==> src/rtl/controle_robo.sv <==
// Left-hand wall-following controller for the map/sensor block.
// Issues one-cycle avancar/girar pulses and a held remover, with a settle cycle after each command.
module controle_robo #(
  parameter int REMOVE_TIMEOUT = 15,
  parameter int STEP_W         = 8
) (
  input  logic              Clock,
  input  logic              Reset,
  input  logic              head,
  input  logic              left,
  input  logic              under,
  input  logic              barrier,
  output logic              avancar,
  output logic              girar,
  output logic              remover,
  output logic [STEP_W-1:0] passos,
  output logic [2:0]        estado,
  output logic              done,
  output logic              stuck
);

  // state    | meaning
  // DECIDE   | sample sensors, pick next action by priority
  // WAIT     | commands low while the map settles
  // TURN_R   | one of three left turns forming a right turn
  // REMOVE   | remover held until barrier clears or timeout
  // DONE     | goal reached, absorbing
  // STUCK    | four right turns without advancing, absorbing
  localparam logic [2:0] S_DECIDE = 3'd0;
  localparam logic [2:0] S_WAIT   = 3'd1;
  localparam logic [2:0] S_TURN_R = 3'd2;
  localparam logic [2:0] S_REMOVE = 3'd3;
  localparam logic [2:0] S_DONE   = 3'd4;
  localparam logic [2:0] S_STUCK  = 3'd5;

  localparam logic [3:0] REM_LAST = 4'(REMOVE_TIMEOUT - 1);

  logic [2:0]        state_q, state_d;
  logic [2:0]        estado_q, estado_d;
  logic              avancar_q, avancar_d;
  logic              girar_q, girar_d;
  logic              remover_q, remover_d;
  logic [STEP_W-1:0] passos_q, passos_d;
  logic              done_q, done_d;
  logic              stuck_q, stuck_d;
  logic              turned_left_q, turned_left_d;
  logic [1:0]        turn_cnt_q, turn_cnt_d;
  logic [2:0]        rights_q, rights_d;
  logic [3:0]        rem_cnt_q, rem_cnt_d;

  always_comb begin
    state_d       = state_q;
    avancar_d     = 1'b0;
    girar_d       = 1'b0;
    remover_d     = 1'b0;
    passos_d      = passos_q;
    turned_left_d = turned_left_q;
    turn_cnt_d    = turn_cnt_q;
    rights_d      = rights_q;
    rem_cnt_d     = rem_cnt_q;

    case (state_q)
      S_WAIT: begin
        // turn_cnt of 3 means a full right turn has just completed
        if (turn_cnt_q == 2'd3) begin
          turn_cnt_d = 2'd0;
          rights_d   = rights_q + 3'd1;
          state_d    = (rights_q == 3'd3) ? S_STUCK : S_DECIDE;
        end else if (turn_cnt_q != 2'd0) begin
          state_d = S_TURN_R;
        end else begin
          state_d = S_DECIDE;
        end
      end
      S_DECIDE: begin
        if (under) begin
          state_d = S_DONE;
        end else if (!left && !turned_left_q) begin
          girar_d       = 1'b1;
          turned_left_d = 1'b1;
          state_d       = S_WAIT;
        end else if (!head && barrier) begin
          remover_d = 1'b1;
          rem_cnt_d = 4'd0;
          state_d   = S_REMOVE;
        end else if (!head) begin
          avancar_d     = 1'b1;
          turned_left_d = 1'b0;
          rights_d      = 3'd0;
          if (passos_q != {STEP_W{1'b1}}) passos_d = passos_q + 1'b1;
          state_d       = S_WAIT;
        end else begin
          turn_cnt_d = 2'd0;
          state_d    = S_TURN_R;
        end
      end
      S_TURN_R: begin
        girar_d    = 1'b1;
        turn_cnt_d = turn_cnt_q + 2'd1;
        state_d    = S_WAIT;
      end
      S_REMOVE: begin
        if (!barrier) begin
          state_d = S_WAIT;
        end else if (rem_cnt_q == REM_LAST) begin
          turn_cnt_d = 2'd0;
          state_d    = S_TURN_R;
        end else begin
          remover_d = 1'b1;
          rem_cnt_d = rem_cnt_q + 4'd1;
        end
      end
      S_DONE:  state_d = S_DONE;
      S_STUCK: state_d = S_STUCK;
      default: state_d = S_WAIT;
    endcase

    estado_d = state_d;
    done_d   = (state_d == S_DONE);
    stuck_d  = (state_d == S_STUCK);
  end

  always_ff @(posedge Clock or posedge Reset) begin
    if (Reset) begin
      state_q       <= S_WAIT;
      estado_q      <= 3'd0;
      avancar_q     <= 1'b0;
      girar_q       <= 1'b0;
      remover_q     <= 1'b0;
      passos_q      <= '0;
      done_q        <= 1'b0;
      stuck_q       <= 1'b0;
      turned_left_q <= 1'b0;
      turn_cnt_q    <= 2'd0;
      rights_q      <= 3'd0;
      rem_cnt_q     <= 4'd0;
    end else begin
      state_q       <= state_d;
      estado_q      <= estado_d;
      avancar_q     <= avancar_d;
      girar_q       <= girar_d;
      remover_q     <= remover_d;
      passos_q      <= passos_d;
      done_q        <= done_d;
      stuck_q       <= stuck_d;
      turned_left_q <= turned_left_d;
      turn_cnt_q    <= turn_cnt_d;
      rights_q      <= rights_d;
      rem_cnt_q     <= rem_cnt_d;
    end
  end

  assign avancar = avancar_q;
  assign girar   = girar_q;
  assign remover = remover_q;
  assign passos  = passos_q;
  assign estado  = estado_q;
  assign done    = done_q;
  assign stuck   = stuck_q;

endmodule

==> config.mk <==
export PLATFORM = sky130hd
export DESIGN_NAME = controle_robo
export DESIGN_NICKNAME = d
export VERILOG_FILES = /design/src/rtl/controle_robo.sv
export SDC_FILE = /design/constraint.sdc
export NUM_CORES = 1
export LEC_CHECK = 0
export BUFFER_PORTS_ARGS = -buffer_cell sky130_fd_sc_hd__buf_2
export CAP_MARGIN = 20
export CORE_MARGIN = 2
export CORE_UTILIZATION = 55
export CTS_BUF_LIST = sky130_fd_sc_hd__clkbuf_4
export DETAILED_ROUTE_END_ITERATION = 8
export PLACE_DENSITY_LB_ADDON = 0.08
export SLEW_MARGIN = 40
export SYNTH_ARGS = -nofsm -noshare
export SYNTH_HDL_FRONTEND = slang
export SYNTH_SLANG_ARGS = --single-unit
==> constraint.sdc <==
create_clock -name Clock -period 2.2 [get_ports Clock]
set_clock_uncertainty 0.05 [all_clocks]
set_input_delay 0.22 -clock Clock [delete_from_list [all_inputs] [get_ports Clock]]
set_output_delay 0.22 -clock Clock [all_outputs]
set_load 0.01 [all_outputs]
==> results of run 1 <==
[sequential cells by signal, indices dropped and copies added, names as in the netlist]
register       flops
state_q            1
remover            1
estado             3
turned_left_q      1
turn_cnt_q         2
done               1
rem_cnt_q          4
rights_q           3
stuck              1
passos             8
avancar            1
girar              1
[layer usage]
metal	wire length, µm	global-route usage [%]
met2	1410	33.3
met4	34	9.06
met1	1310	26.2
met5	0	0
met3	149	4.88
[cell usage after synthesis (all sizes together), types with 2 or more instances]
master and n:
inv 7, nand4 3, dfrtp 26, nor2b 3, xor2 6, mux2 2, a31oi 6, nand2 6
o21a 2, nor2 11, ha 6, nor4 4, nand3 11, mux2i 3, or2 2, a22o 2
a21oi 5, nand2b 2, nor3 5, o21ai 4, and4 2, buf 7
[where the power goes]
part	internal, µW	switching, µW
clock network	68.3	150
logic	101	132
registers	564	86.7
total	733	368
[worst max-delay path: cells and delay by family, from the launching register on]
kind	cells	cell delay, ns
DFF	1	0.57
muxes	1	0.35
and+or+nand+nor	3	0.69
[cells by family after synthesis]
logic type,Yosys count,share of synthesized area [%]
simple gates,57,22.9
fa+ha+maj,6,5.12
compound gates,29,13.7
buf+inv,15,4.95
flops,27,46.2
mux,5,3.59
xor+xnor,6,3.59
[path summary, 6_finish.rpt]
check                                          start                         to  slack (ns)
max                              estado[2]$_DFF_PP0_      passos[1]$_DFFE_PP0P_        0.44
min                                             left  turned_left_q$_DFFE_PP0P_        0.12
max reg2reg                      estado[2]$_DFF_PP0_      passos[1]$_DFFE_PP0P_        0.44
min reg2reg                turned_left_q$_DFFE_PP0P_  turned_left_q$_DFFE_PP0P_        0.46
max in group asynchronous                      Reset       state_q[0]$_DFF_PP1_        1.38
min in group asynchronous                      Reset        estado[1]$_DFF_PP0_        0.43
[final cells by class]
| class | instances | share of cell area (%) |
|---|---|---|
| multi-input cells | 103 | 44.3 |
| flip-flops and latches | 27 | 41.9 |
| repair buffers | 24 | 8.06 |
| well taps | 30 | 2.33 |
| inverters | 7 | 1.63 |
| clock buffers | 3 | 1.40 |
| clock inverters | 1 | 0.310 |
[metrics by stage]
stage | setup WS (ns) | util [%] | hold slack, ns | power (µW)
2_1_floorplan | 0.530 | - | 0.222 | 818
3_3_place_gp | 0.492 | 63.1 | 0.237 | 888
3_5_place_dp | 0.456 | 63.1 | 0.246 | 893
4_1_cts | 0.427 | 64.6 | 0.115 | 1110
5_1_grt | 0.249 | 64.6 | 0.128 | 1170
6_report | 0.437 | 64.6 | 0.120 | 1100
==> qor_table.md, run 1 <==
| Item | Reported |
|---|---|
| Run status | finished clean |
| Number of setup buffers added after CTS | 0 |
| Largest voltage drop on the vdd net | 0.545 mV |
| Setup repair after global routing missed its margin | false |
| Critical path, cell by cell | nor4_4, nand3_2, nor2_1, mux2_2 |
| Number of warnings reported in the yosys synthesis log | 0 |
| First-pass GRT wire length | 5060 µm |
| Maximum buffer depth of the clock tree | 2 |
| Cells resized by post-CTS repair | 0 |
| Critical path data arrival time | 1.94 ns |
| Kind of path behind the tightest hold check | input port to register |
| Final Critical Period | 1.76 ns |
| Area taken by multi-input logic gates | 716 µm² |
| Avg Inst Size Synth | 10.1 µm² |
| Post-placement cell count | 190 |
| Fill count | 212 |
| Number of hold violations in the final report | 0 |
| CP max stage delay | 0.57 ns |
| P per Cell Area | 682 mW/mm² |
| Leakage power total | 0.000809 µW |
| DRC violation total after the first TritonRoute iteration | 37 |
| Crit Path Category | register to register |
| Area added between synthesis and finish | 10.2% |
| Startpoint types | register |
| Top Ports | 22 |
| Number of cells traversed by the worst hold path | 4 |
| Seq cells post-synth | 27 |
| TritonCTS Buffers | 3 |
| First drt pass iteration count | 4 |
| Share of synthesized flip-flops with an asynchronous set or reset | 100% |
| Post-CTS Hold Fix Bufs | 1 |
| Core Area | 0.00250 mm² |
| Diodes inserted | 0 |
| Peak fanout along the critical path | 13 |
| Slew Limit Headroom | 69.3% |
| Floorplan die area | 0.00309 mm² |
| Routed vias | 1,164 |
| Worst Path Required | 2.38 ns |
| Final routed DRC violation total | 0 |
| Gate count after technology mapping | 145 |
| Width of the chip | 55.6 µm |
| Total nets after synthesis | 157 |
| Pin count of the biggest net entering global routing | 28 |
| Final setup vio count | 0 |
| Worst-Margin Slew | 0.460 ns |
| Top cells by area in the synthesized netlist | dfrtp_1 44%, ha_1 5.1%, xor2_1 3.6% |
| Maximum achievable frequency | 0.567 GHz |
| Most area-hungry cell type in the Yosys netlist | dfrtp_1 |
| CTS Sinks | 27 |
| Share of Yosys cell area claimed by the top area cell type | 44.4% |
| CP Capture Type | register |
| HPWL after DPL | 2160 µm |
| Via count of the first global-routing pass | 1,180 |
| Initial antenna violation count | 0 |
| Placed Instance Area | 0.00158 mm² |
| Number of enable flip-flop cells after synthesis | 0 |
| Root Driver | clkbuf_4 |
| Source-to-sink clock delay at the later pin of the worst-skew pair | 0.33 ns |
| Num rows | 18 |
| R2R depth | 4 |
| H-tree level count | 1 |
| Sum of routed wire length over all layers | 2900 µm |
| Main synth FF type | dfrtp_1 |
| Proportion of synthesized chip area in sequential cells | 46.2% |
| Post-Synthesis Cell Area | 0.00147 mm² |
| Unique masters post-synth | 45 |
| Clock tree from TritonCTS | yes |
| I/O Buffers | 21 |
| Number of nets in the final layout | 178 |
| Fin Setup TNS | 0 ns |
| Vias/cell | 5.97 |
| Final non-filler cell area | 0.00161 mm² |
| Final standard cell count with taps included and fillers excluded | 195 |
| Routability Congestion | 0.823 |
| Effective utilization at floorplan | 58.6% |
| Leading cell types in the layout, fill and taps excluded | 26 x dfrtp_1, 21 x buf_2, 11 x nor2_1 |
| Height of the die | 55.6 µm |
| Cell with the largest stage delay on the worst path | dfrtp_1 |
| Total global routing overflow | 0 |
| Commonest non-fill, non-tap cell in the layout | dfrtp_1 |
| Max-slew violation count | 0 |
| Number of routed nets with antenna violations | 0 |
| Wire length per cell after detailed routing | 14.9 µm |
| Global-route usage over all layers | 20.6% |
| Max-capacitance violation count | 0 |
| Clock transition at path regs | 0.15 ns |
| Share of final-layout standard cells stronger than drive strength 1 | 21.2% |
| Share of the clock period used by the worst path | 80.1% |
| Register area | 677 µm² |
No activity file was read; power rests on OpenSTA's default activity.
==> run 2, diff against run 1 <==
Settings changed: ABC_AREA set to 1.
Clock period 2.2 ns to 1.7 ns, I/O delays scaled along.
==> run 2 against run 1 <==
First-iteration DRC count up 73%. Core utilization down 0.057 points. Sequential share of layout area down 4.2 points. Worst hold slack worse by 0.0061 ns. Non-clock buffer count down 1. Die area up 10%. Final area up 11%. Critical path type unchanged. Largest power group is now combinational cells. Sequential cell count unchanged. Final cell count up 38%. Critical path depth up 4. Register-to-register slack worse by 0.30 ns. Clock power up 34%.
==> qor_table.md, run 2 <==
| Item | Reported |
|---|---|
| Run status | finished clean |
| Top cells by area in the synthesized netlist | dfrtp_1 40%, nand2_1 17%, inv_1 6.7% |
| Slew Limit Headroom | 67.5% |
| Share of the clock period used by the worst path | 91.9% |
| Most area-hungry cell type in the Yosys netlist | dfrtp_1 |
| Fill count | 266 |
| Final non-filler cell area | 0.00179 mm² |
| Leading cell types in the layout, fill and taps excluded | 72 x nand2_1, 29 x inv_1, 26 x dfrtp_1 |
| Maximum buffer depth of the clock tree | 2 |
| Final setup vio count | 0 |
| Maximum achievable frequency | 0.640 GHz |
| Net switching power figure | 995 µW |
| Crit Path Category | register to register |
| Leakage power total | 0.00104 µW |
| Global-route usage over all layers | 20.1% |
| Number of routed nets with antenna violations | 0 |
| HPWL after DPL | 2370 µm |
| Routability Congestion | 0.840 |
| Worst hold margin | 0.114 ns |
| Fraction of power consumed by combinational cells | 44.9% |
| Kind of path behind the tightest hold check | input port to register |
| Post-Synthesis Cell Area | 0.00163 mm² |
| Gate count after technology mapping | 214 |
| Final routed DRC violation total | 0 |
| Worst Path Required | 1.87 ns |
| Worst-Margin Slew | 0.487 ns |
| Portion of netlist area occupied by mux cells | 0% |
| Core Area | 0.00278 mm² |
| Peak fanout along the critical path | 11 |
| Number of cells traversed by the worst hold path | 4 |
| Via count of the first global-routing pass | 1,287 |
| Pin count of the biggest net entering global routing | 16 |
| Vias/cell | 5.10 |
| Adder-cell share of the synthesized area | 4.61% |
| Sequential cell fraction of total power | 42.3% |
| Clock tree from TritonCTS | yes |
| First drt pass iteration count | 4 |
| R2R depth | 8 |
| Proportion of synthesized chip area in sequential cells | 41.6% |
| CTS Sinks | 27 |
| CP Capture Type | register |
| Xor-xnor portion of the synthesized cell area | 4.22% |
| Final Total Pwr | 2290 µW |
| Final core occ | 64.5% |
| Total global routing overflow | 0 |
| Number of nets in the final layout | 251 |
| Seq cells post-synth | 27 |
| Largest voltage drop on the vdd net | 0.855 mV |
| Floorplan die area | 0.00341 mm² |
| Total nets after synthesis | 226 |
| Sw Share | 43.5% |
| Share of Yosys cell area claimed by the top area cell type | 39.9% |
| Top-count cell post-synth | nand2_1 |
| Main combinational cell family by area after synthesis | simple AND/OR/NAND/NOR gates |
| Sum of routed wire length over all layers | 3070 µm |
| Number of enable flip-flop cells after synthesis | 0 |
| Main synth FF type | dfrtp_1 |
| Critical path data arrival time | 1.74 ns |
| Routed vias | 1,371 |
| Width of the chip | 58.4 µm |
| Top Ports | 22 |
| TritonCTS Buffers | 3 |
| Diodes inserted | 0 |
| Most frequent cells after synthesis | 72 x nand2_1, 29 x inv_1, 26 x dfrtp_1 |
| Unique masters post-synth | 26 |
| Root Driver | clkbuf_4 |
| Final Critical Period | 1.56 ns |
| Area fraction in compound gates after synthesis | 2.84% |
| Area taken by multi-input logic gates | 810 µm² |
| H-tree level count | 1 |
| I/O Buffers | 21 |
| Placed Instance Area | 0.00175 mm² |
| P per Cell Area | 1280 mW/mm² |
| Register area | 677 µm² |
| Fin Setup TNS | 0 ns |
| Number of flip-flops under the largest register name | 8 |
| Share of final-layout standard cells stronger than drive strength 1 | 19.7% |
| Startpoint types | register |
| Initial antenna violation count | 0 |
| Max-capacitance violation count | 0 |
| Effective utilization at floorplan | 58.6% |
| Height of the die | 58.4 µm |
| Commonest non-fill, non-tap cell in the layout | nand2_1 |
| Number of hold violations in the final report | 0 |
| Share of synthesized flip-flops with an asynchronous set or reset | 100% |
| Num rows | 19 |
| Number of warnings reported in the yosys synthesis log | 0 |
| Source-to-sink clock delay at the later pin of the worst-skew pair | 0.32 ns |
| Wire length per cell after detailed routing | 11.4 µm |
| Int Pwr | 1290 µW |
| Area added between synthesis and finish | 10.1% |
| Clock transition at path regs | 0.15 ns |
| First-pass GRT wire length | 5370 µm |
| Avg Inst Size Synth | 7.61 µm² |
| Max-slew violation count | 0 |
| Number of setup buffers added after CTS | 0 |
| Part of the power in the clock network | 12.8% |
| Setup repair after global routing missed its margin | false |
| Post-synthesis simple-gate area fraction | 38.0% |
| DRC violation total after the first TritonRoute iteration | 64 |
[run 2: cell count changes in the layout (fill, tap and decap cells not counted), moves of 3 or more]
cell | previous run | this run
inv_1 | 7 | 29
nor4_1 | 3 | 0
nand2_2 | 0 | 3
a21oi_1 | 5 | 0
nand2_1 | 6 | 72
nor2_4 | 0 | 3
nand3_1 | 10 | 19
nor2b_1 | 3 | 0
xor2_1 | 6 | 0
nor2_1 | 11 | 23
xnor2_1 | 0 | 6
nor3_1 | 5 | 1
a31oi_1 | 6 | 0
mux2i_1 | 3 | 0
[run 2: cell families after synthesis]
| kind of cell | Yosys count |
|---|---|
| simple gates | 133 |
| buf+inv | 34 |
| compound gates | 7 |
| fa+ha+maj | 6 |
| xor+xnor | 7 |
| flops | 27 |
[run 2: power by group through the flow]
stage                     clock network [µW]  registers (µW)  logic [µW]
after detailed placement                   0             984        1030
after global routing                     323             994        1170
after global placement                     0             967        1000
final                                    293             968        1030
after CTS                                306             969        1040
after floorplan                            0             996         770
[run 2: worst max-delay path, stage by stage, from the launching register on]
cell,delay (ns)
dfrtp_1,0.45
ha_1,0.21
nand2_1,0.06
inv_1,0.08
nand3_1,0.10
nand2_2,0.23
inv_1,0.15
nand2_1,0.10
nand2_1,0.05
[run 2: worst paths after layout]
| path | from | to | slack, ns |
|---|---|---|---|
| min in group asynchronous | Reset | done$_DFF_PP0_ | 0.35 |
| worst min-delay path | left | girar$_DFF_PP0_ | 0.11 |
| worst max-delay path | passos[0]$_DFFE_PP0P_ | passos[6]$_DFFE_PP0P_ | 0.14 |
| max in group asynchronous | Reset | avancar$_DFF_PP0_ | 0.67 |
| worst max register to register | passos[0]$_DFFE_PP0P_ | passos[6]$_DFFE_PP0P_ | 0.14 |
| worst min register to register | rights_q[2]$_DFFE_PP0P_ | rights_q[2]$_DFFE_PP0P_ | 0.44 |
[run 2: area by class of cell]
| cell class | instances | share of cell area [%] |
|---|---|---|
| Timing Repair Buffer | 23 | 6.83 |
| Inverter | 31 | 6.49 |
| Sequential cell | 27 | 37.7 |
| Tap cell | 31 | 2.16 |
| Clock buffer | 4 | 1.67 |
| Multi-Input combinational cell | 153 | 45.1 |
[run 2: repair_timing]
item / CTS / global route
hold buffers: 1 / 0
gates resized for setup: 0 / 0
endpoints found under the hold margin: 11 / 0
[run 2: routing by layer]
metal,up-vias,GRT usage [%],share of wire [%]
li1,709,-,-
met4,0,6.31,0.55
met5,-,0,0
met3,2,1.98,2.3
met2,24,34.5,51
met1,636,26.6,46
[run 2: per-stage QoR]
| step | std cells | setup slack (ns) |
|---|---|---|
| 5_1_grt | 269 | 0.0127 |
| 3_3_place_gp | 264 | 0.234 |
| 3_5_place_dp | 264 | 0.145 |
| 6_report | 269 | 0.138 |
| 2_1_floorplan | 214 | 0.330 |
| 4_1_cts | 269 | 0.137 |
